<file path="config.mk">
export PLATFORM = sky130hd
export DESIGN_NAME = reg_scoreboard_flat
export DESIGN_NICKNAME = d
export VERILOG_FILES = /design/src/rtl/reg_scoreboard_if.sv /design/src/rtl/reg_scoreboard.sv /design/src/flat_wrapper.sv
export SDC_FILE = /design/constraint.sdc
export NUM_CORES = 1
export LEC_CHECK = 0
export BUFFER_PORTS_ARGS = -buffer_cell sky130_fd_sc_hd__buf_2
export CAP_MARGIN = 5
export CORE_MARGIN = 1
export CORE_UTILIZATION = 55
export DETAILED_ROUTE_END_ITERATION = 16
export PLACE_DENSITY = 0.7
export RECOVER_POWER = 100
export REMOVE_ABC_BUFFERS = 1
export SLEW_MARGIN = 10
export SYNTH_ARGS = -nofsm -noshare
export SYNTH_HDL_FRONTEND = slang
export SYNTH_SLANG_ARGS = --single-unit
export TNS_END_PERCENT = 100
</file>
<file path="constraint.sdc">
create_clock -name clk -period 5.1 [get_ports clk]
set_clock_uncertainty 0.05 [all_clocks]
set_input_delay 0.51 -clock clk [delete_from_list [all_inputs] [get_ports clk]]
set_output_delay 0.51 -clock clk [all_outputs]
set_load 0.01 [all_outputs]
</file>
<file path="src/rtl/reg_scoreboard_if.sv">
// Decode-side bundle between ID issue control, writeback/kill retirement and the fence sequencer.
interface reg_scoreboard_if #(
  parameter int IDX_W = 5
);
  logic             issue_valid;
  logic [IDX_W-1:0] issue_ra1;
  logic             issue_use1;
  logic [IDX_W-1:0] issue_ra2;
  logic             issue_use2;
  logic             issue_wen;
  logic [IDX_W-1:0] issue_dst;
  logic             mem_wait;
  logic             issue_ready;
  logic             wb_valid;
  logic [IDX_W-1:0] wb_dst;
  logic             kill_valid;
  logic [IDX_W-1:0] kill_dst;
  logic             fence_req;
  logic             fence_done;
  logic             busy;
  logic             sb_err;

  modport master (
    output issue_valid, issue_ra1, issue_use1, issue_ra2, issue_use2,
           issue_wen, issue_dst, mem_wait, wb_valid, wb_dst,
           kill_valid, kill_dst, fence_req,
    input  issue_ready, fence_done, busy, sb_err
  );

  modport slave (
    input  issue_valid, issue_ra1, issue_use1, issue_ra2, issue_use2,
           issue_wen, issue_dst, mem_wait, wb_valid, wb_dst,
           kill_valid, kill_dst, fence_req,
    output issue_ready, fence_done, busy, sb_err
  );
endinterface

</file>
<file path="src/rtl/reg_scoreboard.sv">
// Per-register pending-write counters gating ID->EX issue, plus a drain-before-issue fence FSM.
// issue_ready is combinational on registered counts; fence_done is >= 2 cycles after fence_req.
module reg_scoreboard #(
  parameter int NREG  = 32,
  parameter int CNT_W = 2
) (
  input  logic            clk,
  input  logic            reset,
  reg_scoreboard_if.slave sb
);
  localparam int IDX_W = $clog2(NREG);
  localparam int SUM_W = CNT_W + 2;
  localparam logic [CNT_W-1:0] CNT_MAX = {CNT_W{1'b1}};

  typedef enum logic [1:0] {S_RUN, S_DRAIN, S_DONE} state_e;

  state_e                     state_q, state_d;
  logic [NREG-1:0][CNT_W-1:0] cnt_q, cnt_d;
  logic                       err_q, err_d;
  logic                       hazard, fire, busy, fence_done;
  logic                       inc, dec_wb, dec_kill;
  logic [SUM_W-1:0]           sum;

  always_comb begin
    hazard = (sb.issue_use1 && (sb.issue_ra1 != '0) && (cnt_q[sb.issue_ra1] != '0))
          || (sb.issue_use2 && (sb.issue_ra2 != '0) && (cnt_q[sb.issue_ra2] != '0))
          || (sb.issue_wen  && (sb.issue_dst != '0) && (cnt_q[sb.issue_dst] == CNT_MAX));
    fire   = sb.issue_valid && !hazard && !sb.mem_wait && (state_q == S_RUN);
    busy   = |cnt_q;
  end

  // All three sources fold into one signed delta so same-cycle issue+retire nets out.
  always_comb begin
    cnt_d    = cnt_q;
    err_d    = err_q;
    inc      = 1'b0;
    dec_wb   = 1'b0;
    dec_kill = 1'b0;
    sum      = '0;
    cnt_d[0] = '0;
    for (int r = 1; r < NREG; r++) begin
      inc      = fire && sb.issue_wen && (sb.issue_dst == IDX_W'(r));
      dec_wb   = sb.wb_valid && (sb.wb_dst == IDX_W'(r));
      dec_kill = sb.kill_valid && (sb.kill_dst == IDX_W'(r));
      sum      = SUM_W'(cnt_q[r]) + SUM_W'(inc) - SUM_W'(dec_wb) - SUM_W'(dec_kill);
      if (sum[SUM_W-1]) begin
        cnt_d[r] = '0;
        err_d    = 1'b1;
      end else if (sum > SUM_W'(CNT_MAX)) begin
        cnt_d[r] = CNT_MAX;
        err_d    = 1'b1;
      end else begin
        cnt_d[r] = sum[CNT_W-1:0];
      end
    end
  end

  always_comb begin
    state_d    = state_q;
    fence_done = 1'b0;
    case (state_q)
      S_RUN:   if (sb.fence_req) state_d = S_DRAIN;
      S_DRAIN: if (!busy) state_d = S_DONE;
      S_DONE: begin
        fence_done = 1'b1;
        state_d    = S_RUN;
      end
      default: state_d = S_RUN;
    endcase
  end

  always_ff @(posedge clk) begin
    if (reset) begin
      state_q <= S_RUN;
      cnt_q   <= '0;
      err_q   <= 1'b0;
    end else begin
      state_q <= state_d;
      cnt_q   <= cnt_d;
      err_q   <= err_d;
    end
  end

  assign sb.issue_ready = fire;
  assign sb.fence_done  = fence_done;
  assign sb.busy        = busy;
  assign sb.sb_err      = err_q;
endmodule
</file>
<file path="src/flat_wrapper.sv">
// flat-port wrapper written by rule: the top's interface ports become plain ports
module reg_scoreboard_flat 
#(
  parameter int NREG  = 32,
  parameter int CNT_W = 2
)
  (clk, reset, sb_issue_valid, sb_issue_ra1, sb_issue_use1, sb_issue_ra2, sb_issue_use2, sb_issue_wen, sb_issue_dst, sb_mem_wait, sb_wb_valid, sb_wb_dst, sb_kill_valid, sb_kill_dst, sb_fence_req, sb_issue_ready, sb_fence_done, sb_busy, sb_sb_err);
  reg_scoreboard_if sb_i ();
  input  logic clk;
  input  logic reset;
  input wire logic [$bits(sb_i.issue_valid)-1:0] sb_issue_valid;
  input wire logic [$bits(sb_i.issue_ra1)-1:0] sb_issue_ra1;
  input wire logic [$bits(sb_i.issue_use1)-1:0] sb_issue_use1;
  input wire logic [$bits(sb_i.issue_ra2)-1:0] sb_issue_ra2;
  input wire logic [$bits(sb_i.issue_use2)-1:0] sb_issue_use2;
  input wire logic [$bits(sb_i.issue_wen)-1:0] sb_issue_wen;
  input wire logic [$bits(sb_i.issue_dst)-1:0] sb_issue_dst;
  input wire logic [$bits(sb_i.mem_wait)-1:0] sb_mem_wait;
  input wire logic [$bits(sb_i.wb_valid)-1:0] sb_wb_valid;
  input wire logic [$bits(sb_i.wb_dst)-1:0] sb_wb_dst;
  input wire logic [$bits(sb_i.kill_valid)-1:0] sb_kill_valid;
  input wire logic [$bits(sb_i.kill_dst)-1:0] sb_kill_dst;
  input wire logic [$bits(sb_i.fence_req)-1:0] sb_fence_req;
  output wire logic [$bits(sb_i.issue_ready)-1:0] sb_issue_ready;
  output wire logic [$bits(sb_i.fence_done)-1:0] sb_fence_done;
  output wire logic [$bits(sb_i.busy)-1:0] sb_busy;
  output wire logic [$bits(sb_i.sb_err)-1:0] sb_sb_err;
  assign sb_i.issue_valid = sb_issue_valid;
  assign sb_i.issue_ra1 = sb_issue_ra1;
  assign sb_i.issue_use1 = sb_issue_use1;
  assign sb_i.issue_ra2 = sb_issue_ra2;
  assign sb_i.issue_use2 = sb_issue_use2;
  assign sb_i.issue_wen = sb_issue_wen;
  assign sb_i.issue_dst = sb_issue_dst;
  assign sb_i.mem_wait = sb_mem_wait;
  assign sb_i.wb_valid = sb_wb_valid;
  assign sb_i.wb_dst = sb_wb_dst;
  assign sb_i.kill_valid = sb_kill_valid;
  assign sb_i.kill_dst = sb_kill_dst;
  assign sb_i.fence_req = sb_fence_req;
  assign sb_issue_ready = sb_i.issue_ready;
  assign sb_fence_done = sb_i.fence_done;
  assign sb_busy = sb_i.busy;
  assign sb_sb_err = sb_i.sb_err;
  reg_scoreboard #(.NREG(NREG), .CNT_W(CNT_W)) u_core (.clk(clk), .reset(reset), .sb(sb_i));
endmodule
</file>
# Word-level counts from Yosys, hierarchy flattened

Index checks and enable logic that the tools add are counted.

Reduce and logical (&&, ||, !) cells: 147
$lt $le $gt $ge: 34
Add/sub/neg operators: 93
Muxes and demuxes: 103
Equal/unequal tests: 98

Operators by type and width:

| operator                                                                        | number |
|---|---|
| 4-bit by 1-bit subtractor with 4-bit output                                     | 62 |
| 5-bit equality test, second input constant                                      | 48 |
| 4-bit by 2-bit greater-than comparator with 1-bit output, second input constant | 31 |
| 5-bit by 4-bit equality test with 1-bit output, second input constant           | 24 |
| 1-bit logical AND                                                               | 103 |
| 2-bit by 1-bit adder with 3-bit output                                          | 31 |
| 2-bit two-way mux                                                               | 36 |
| 64-bit OR reduction                                                             | 1 |
| 1-bit two-way mux                                                               | 63 |
| 62-bit nonzero test                                                             | 1 |
| 2-bit OR reduction                                                              | 31 |
| 5-bit by 3-bit equality test with 1-bit output, second input constant           | 12 |
| 2-bit binary-select mux with 5-bit select                                       | 3 |
| 5-bit by 2-bit equality test with 1-bit output, second input constant           | 6 |
| 5-bit by 6-bit < comparator with 1-bit output, second input constant            | 3 |
| 5-bit by 1-bit equality test with 1-bit output, second input constant           | 3 |
| 5-bit nonzero test                                                              | 3 |
| 2-bit equality test, second input constant                                      | 2 |
| 2-bit inequality test, second input constant                                    | 2 |
| 2-bit case mux with 2 select lines                                              | 1 |
| 2-bit nonzero test                                                              | 2 |
| 2-bit by 1-bit equality test with 1-bit output, second input constant           | 1 |
| 1-bit zero test                                                                 | 2 |
| 2-bit zero test                                                                 | 1 |
| 2 further kinds                                                                 | 3 |

Input port bits: 35
Output and inout bits: 4
Bits in registers: 65

# Longest topological paths before layout

Depth after elaboration: 78
Mapped depth: 19
Depth with buffers taken out: 16

# Worst setup path before layout

Ideal clock, no wire load.

Path kind: input-to-reg
Start: input port sb_issue_dst[1]
End: register u_core.err_q, in the netlist u_core.sb.sb_err
Path slack: 0.963 ns
Stages on the path: 18
Buffers on the path: 3
Setup time: 0.133 ns
Data required time: 4.917 ns
Arrival time: 3.955 ns
Cells stage by stage: buf_2 -> buf_2 -> mux4_2 -> a2111oi_0 -> a41o_1 -> and2b_1 -> buf_2 -> nor3_1 -> ha_1 -> fa_1 -> inv_1 -> ha_1 -> or2_2 -> a21o_1 -> a22oi_1 -> nand4_1 -> nor4_1 -> a31oi_1

Cells in the longest elaborated chain, start to end: 75
Elaborated cells between the ends (all ways): 260

Ends and longest elaborated chain:

| element                                   | RTL line             | source |
|---|---|---|
| from (decl)                               | flat_wrapper.sv:17   | `input wire logic [$bits(sb_i.issue_dst)-1:0] sb_issue_dst;` |
| 2-bit binary-select mux with 5-bit select | reg_scoreboard.sv:27 | `\|\| (sb.issue_wen && (sb.issue_dst != '0) && (cnt_q[sb.issue_dst] == CNT_MAX));` |
| 2-bit two-way mux (implied by the code)   | reg_scoreboard.sv:27 |  |
| 2-bit equality test                       | reg_scoreboard.sv:27 |  |
| 1-bit logical AND                         | reg_scoreboard.sv:27 |  |
| 1-bit logical OR                          | reg_scoreboard.sv:27 |  |
| 1-bit zero test                           | reg_scoreboard.sv:28 | `fire = sb.issue_valid && !hazard && !sb.mem_wait && (state_q == S_RUN);` |
| 1-bit logical AND (3 in a row)            | reg_scoreboard.sv:28 |  |
| 1-bit logical AND (2 in a row)            | reg_scoreboard.sv:42 | `inc = fire && sb.issue_wen && (sb.issue_dst == IDX_W'(r));` |
| [... 56 more ...]                         | --                   |  |
| 1-bit two-way mux                         | reg_scoreboard.sv:49 | `end else if (sum > SUM_W'(CNT_MAX)) begin` |
| 1-bit two-way mux                         | reg_scoreboard.sv:46 | `if (sum[SUM_W-1]) begin` |
| 1-bit two-way mux                         | reg_scoreboard.sv:49 |  |
| 1-bit two-way mux                         | reg_scoreboard.sv:46 |  |
| 1-bit two-way mux                         | reg_scoreboard.sv:49 |  |
| 1-bit two-way mux                         | reg_scoreboard.sv:46 |  |
| 1-bit two-way mux                         | reg_scoreboard.sv:49 |  |
| 1-bit two-way mux                         | reg_scoreboard.sv:46 |  |
| to (signal assigned)                      | reg_scoreboard.sv:80 | `err_q <= err_d;` |
| to (decl)                                 | reg_scoreboard.sv:19 | `logic err_q, err_d;` |

Parallel ways exist; a longest one is shown, timed or not. The select of a mux whose other input is x is not followed.
A chain may end at the register's enable or synchronous reset.

# Worst setup path after layout

Start: register u_core.cnt_q[49] (netlist name)
End: register u_core.err_q, in the netlist u_core.sb.sb_err

Cells in the longest elaborated chain, start to end: 76
Elaborated cells between the ends (all ways): 236

Ends and longest elaborated chain:

| element                                                             | RTL line                                   | source |
|---|---|---|
| from (decl)                                                         | reg_scoreboard.sv:18                       | `logic [NREG-1:0][CNT_W-1:0] cnt_q, cnt_d;` |
| from (signal assigned)                                              | reg_scoreboard.sv:79                       | `cnt_q <= cnt_d;` |
| 2-bit binary-select mux with 5-bit select, on equally long branches | reg_scoreboard.sv:25, reg_scoreboard.sv:26 |  |
| 2-bit two-way mux, on equally long branches                         | reg_scoreboard.sv:25, reg_scoreboard.sv:26 |  |
| 2-bit nonzero test, on equally long branches                        | reg_scoreboard.sv:25, reg_scoreboard.sv:26 |  |
| 1-bit logical AND, on equally long branches                         | reg_scoreboard.sv:25, reg_scoreboard.sv:26 |  |
| 1-bit logical OR                                                    | reg_scoreboard.sv:26                       | `\|\| (sb.issue_use2 && (sb.issue_ra2 != '0) && (cnt_q[sb.issue_ra2] != '0))` |
| 1-bit logical OR                                                    | reg_scoreboard.sv:27                       |  |
| 1-bit zero test                                                     | reg_scoreboard.sv:28                       |  |
| 1-bit logical AND (3 in a row)                                      | reg_scoreboard.sv:28                       |  |
| [... 58 more ...]                                                   | --                                         |  |
| 1-bit two-way mux                                                   | reg_scoreboard.sv:49                       |  |
| 1-bit two-way mux                                                   | reg_scoreboard.sv:46                       |  |
| 1-bit two-way mux                                                   | reg_scoreboard.sv:49                       |  |
| 1-bit two-way mux                                                   | reg_scoreboard.sv:46                       |  |
| 1-bit two-way mux                                                   | reg_scoreboard.sv:49                       |  |
| 1-bit two-way mux                                                   | reg_scoreboard.sv:46                       |  |
| 1-bit two-way mux                                                   | reg_scoreboard.sv:49                       |  |
| 1-bit two-way mux                                                   | reg_scoreboard.sv:46                       |  |

Parallel ways exist; a longest one is shown, timed or not. The select of a mux whose other input is x is not followed.

==> results.env <==
OUTCOME='finished clean'
TIMING.RR.START='u_core.cnt_q[49]$_SDFF_PP0_'
LARGEST_NET_DEGREE_AT_THE_START_OF_GLOBAL_ROUTING=66
CORE_AREA_MM2=0.0133
TNS_PS=0
TIMING.CRITICAL_PATH.TO_TYPE='flip-flop'
SYNTH-EDFF-COUNT=0
TIMING.MAX_CAP.VIOLATIONS=0
POWER-PER-CELL-AREA_mW_PER_MM2=193
CLKLATENCYLATEPIN_PS=340
SYNTH_AREA_MM2=0.00750
FLOORPLAN.INITIALDENSITY=0.564
MIN_PATH_TYPE='primary input to flip-flop'
MIN_FROM='sb_fence_req'
CRITICAL_PATH.CELL_CHAIN='nand2_1 > mux4_2 > a2111oi_0 > a41o_1 > and2b_1 > nor3_1 > ha_1 > fa_1 > inv_1 > ha_1 > or2_2 > a21o_1 > a22oi_1 > nand4_1 > nor4_1 > a31oi_1'
LAYOUT.CELLS.MOST_COMMON_LIST='sky130_fd_sc_hd__nor2_1, sky130_fd_sc_hd__nand2_1, sky130_fd_sc_hd__inv_1'
WL_MET2_UM=10000
DETAILEDROUTE.FIRSTPASSITERATIONCOUNT=7
MAXSLEWVIOLCOUNT=0
GLOBALROUTE.TOTALOVERFLOW=0
FINAL_LAYOUT_SIZE_SUFFIX_GT1_FRAC=0.0947
TIMING.FINAL.HOLD_VIOLATIONS=0
SYNTH_WARNINGS=0
CLOCK_SINK_COUNT=65
DIE_WIDTH_UM=119
MAX_SLEW.WORST_PIN.SLEW_PS=805
POSTSYNTHAREAPERCELL_UM2=7.31
R2R_CELLS=16
YS_SEQ_ELEMENTS=65
SYNTH.YOSYS.SEQ_AREA_SHARE=0.173
ASYNC_FLOP_SHARE=0
DIODES=0
CRITICAL_PATH_CLASS='flip-flop to flip-flop'
TRITONCTS.NUM_BUFFERS=9
WIRE_LENGTH_OF_THE_FIRST_GLOBAL_ROUTING_PASS_UM=37000
FINAL-SETUP-VIOL-COUNT=0
ROUTEDWLPERCELL_UM=19.0
TIMING.CRITICAL_PATH.SLOWEST_STAGE_CELL='sky130_fd_sc_hd__dfxtp_1'
PERIOD_SHARE=0.920
H-TREE-DEPTH=3
MAX_FREQ_MHz=213
POST_DRT_VIA_CELL_RATIO=6.25
CLK_PATH_BUF_DEPTH=2
FIRST_GLOBAL_VIAS=6916
TIMING.CRITICAL_PATH.MODE_CELL='sky130_fd_sc_hd__ha_1'
ROW_COUNT=42
POST_CTS.RESIZED_INSTANCES=0
SYNTHCELLS=1026
IRDROPWORSTVDD_uV=163
DETAILROUTE.WIRELENGTH.MET3_UM=2730
PLACE.DETAILED.HPWL_UM=19000
ROOT_CELL_OF_THE_CLOCK_TREE='sky130_fd_sc_hd__clkbuf_16'
FLOW.AREA_GROWTH_FROM_SYNTHESIS_PCT=9.30
DIE_AREA_MM2=0.0141
SIGNAL_ARRIVAL_TIME_AT_THE_WORST_ENDPOINT_PS=4830
TIMING.RR.END='u_core.sb.sb_err$_SDFFE_PP0P_'
GRT_SETUP_UNREPAIRED='no'
TRITONCTS_CLOCK_TREE='done'
SYNTH.DISTINCT_CELLS=62
DRT_ITER0_DRC=885
DIE_HEIGHT_UM=119
ANTENNA_FOUND_INITIAL=1
MAX_STAGE_DELAY_PS=530
WL_MET1_UM=10100
SYNTH_FF_TYPE='sky130_fd_sc_hd__dfxtp_1'
GP_ROUTABILITY_CONGESTION=0.968
GRTUSAGETOTAL=0.343
POST_DETAILED_ROUTE_DRC_MARKER_COUNT=0
POSTCTSHOLDBUFS=0
TOPROUTINGLAYERUSED='met5'
BUFFER_PORTS.INSERTED=38
POST-CTS-SETUP-BUFFERS=0
REGISTER_CLOCK_PIN_SLEW_ON_THE_REPORTED_WORST_SETUP_AND_HOLD_PATHS_PS=60
ROUTED_WIRELENGTH_UM=23600
FINALCRITICALPERIOD_PS=4690
IO-PIN-COUNT=39
PATH_MAX_FANOUT=15
NFILLCELLS=1256
HOLD_PATH_END='u_core.state_q[0]$_SDFFE_PP0P_'
ROUTE.ANTENNA.REMAINING_NETS=0
TOTAL_VIA_COUNT_IN_THE_ROUTED_DESIGN=7767
LEAKAGEPOWER_nW=3.65
FIN_NETS=1220
MAX-SLEW-MARGIN-REL=0.463
COMMONEST_NON_FILL_NON_TAP_CELL_IN_THE_LAYOUT='sky130_fd_sc_hd__nor2_1'
WORST_EP_REQUIRED_TIME_PS=5240
REGTOREGSETUPSLACK_PS=410
PLACE_WORST_SETUP_SLACK_PS=197
SETUP_WS_PS=406
START_KIND='flip-flop'
HOLD-PATH-CELL-COUNT=3
state kept, by name (all words and copies together), names as in the netlist:
| signal | cells |
|---|---|
| u_core.cnt_q | 62 |
| u_core.sb.sb_err | 1 |
| u_core.state_q | 2 |
report_power, final:
group	total (mW)	switching, mW	internal, mW
combinational	0.381	0.225	0.156
sequential	0.570	0.0362	0.533
clock	0.635	0.244	0.391
total	1.59	0.505	1.08
metal layers:
metal | vias to the layer above | global-route usage
li1 | 3716 | -
met1 | 3572 | 0.466
met2 | 420 | 0.517
met3 | 57 | 0.104
met4 | 2 | 0.112
met5 | - | 0
Yosys cell counts (4+ instances only):
cell type / instances / share of area
sky130_fd_sc_hd__clkbuf_1: 23 / 0.012
sky130_fd_sc_hd__mux4_2: 14 / 0.042
sky130_fd_sc_hd__o2111ai_1: 4 / 0.0047
sky130_fd_sc_hd__or3_1: 6 / 0.0050
sky130_fd_sc_hd__a22oi_1: 10 / 0.010
sky130_fd_sc_hd__a311oi_1: 32 / 0.037
sky130_fd_sc_hd__nand2b_1: 11 / 0.0092
sky130_fd_sc_hd__nor3_1: 92 / 0.061
sky130_fd_sc_hd__buf_1: 4 / 0.0020
sky130_fd_sc_hd__inv_1: 100 / 0.050
sky130_fd_sc_hd__nor2_1: 181 / 0.091
sky130_fd_sc_hd__nor3b_1: 4 / 0.0040
sky130_fd_sc_hd__or2_2: 14 / 0.012
sky130_fd_sc_hd__a211oi_1: 8 / 0.0080
sky130_fd_sc_hd__nand3_1: 26 / 0.017
sky130_fd_sc_hd__fa_1: 31 / 0.083
sky130_fd_sc_hd__a211o_1: 4 / 0.0047
sky130_fd_sc_hd__dfxtp_1: 65 / 0.17
sky130_fd_sc_hd__o21ai_0: 14 / 0.0093
sky130_fd_sc_hd__nand2_1: 118 / 0.059
sky130_fd_sc_hd__ha_1: 93 / 0.16
sky130_fd_sc_hd__a2111oi_0: 6 / 0.0070
sky130_fd_sc_hd__a21oi_1: 53 / 0.035
sky130_fd_sc_hd__nand4_1: 12 / 0.010
sky130_fd_sc_hd__nor4_1: 18 / 0.015
sky130_fd_sc_hd__a21o_1: 4 / 0.0040
sky130_fd_sc_hd__buf_2: 8 / 0.0053
sky130_fd_sc_hd__nor2b_1: 20 / 0.017
worst max-delay path, delay by kind of cell, from the launching register on:
kind            cells  cell delay [ps]
mux                 1              450
simple gates        6             1500
flops               1              530
fa+ha+maj           3              770
compound gates      5             1160
buf+inv             1               80
metrics by stage:
stage	instances	area, um^2	hold WS [ps]	total power, mW	utilization
finish	1242	8200	400	1.59	0.617
global route	1242	8200	423	1.66	0.617
CTS	1242	8220	391	1.59	0.618
detailed placement	1226	7930	399	0.951	0.596
global placement	1226	7930	405	0.949	0.596
floorplan	991	7360	372	0.804	-
layout make-up:
type / count / area [um^2] / area share
Clock buffer: 13 / 250 / 0.0305
Timing Repair Buffer: 59 / 335 / 0.0409
Inverter: 101 / 379 / 0.0462
Multi-Input combinational cell: 825 / 5680 / 0.692
Clock inverter: 3 / 40.0 / 0.00488
Tap cell: 176 / 220 / 0.0268
Sequential cell: 65 / 1300 / 0.159
worst max path at each step:
stage | from | cells past startpoint | to | slack [ps]
CTS | u_core.cnt_q[63]$_SDFF_PP0_ | 17 | u_core.sb.sb_err$_SDFFE_PP0P_ | 550
floorplan | sb_issue_ra2[1] | 16 | u_core.sb.sb_err$_SDFFE_PP0P_ | 740
global placement | sb_issue_dst[1] | 18 | u_core.sb.sb_err$_SDFFE_PP0P_ | 240
detailed placement | sb_issue_dst[1] | 18 | u_core.sb.sb_err$_SDFFE_PP0P_ | 200
global route | sb_issue_dst[1] | 18 | u_core.sb.sb_err$_SDFFE_PP0P_ | 130
finish | u_core.cnt_q[49]$_SDFF_PP0_ | 16 | u_core.sb.sb_err$_SDFFE_PP0P_ | 410
logic make-up after synthesis:
group | Yosys count | share of synthesized area
AND/OR/NAND/NOR | 519 | 0.317
flip-flops | 65 | 0.173
AO/OA/AOI/OAI | 161 | 0.151
buffers and inverters | 136 | 0.0694
XOR/XNOR | 3 | 0.00350
adder cells (fa/ha/maj) | 124 | 0.238
multiplexers | 18 | 0.0479
No activity file was read; power rests on OpenSTA's default activity.
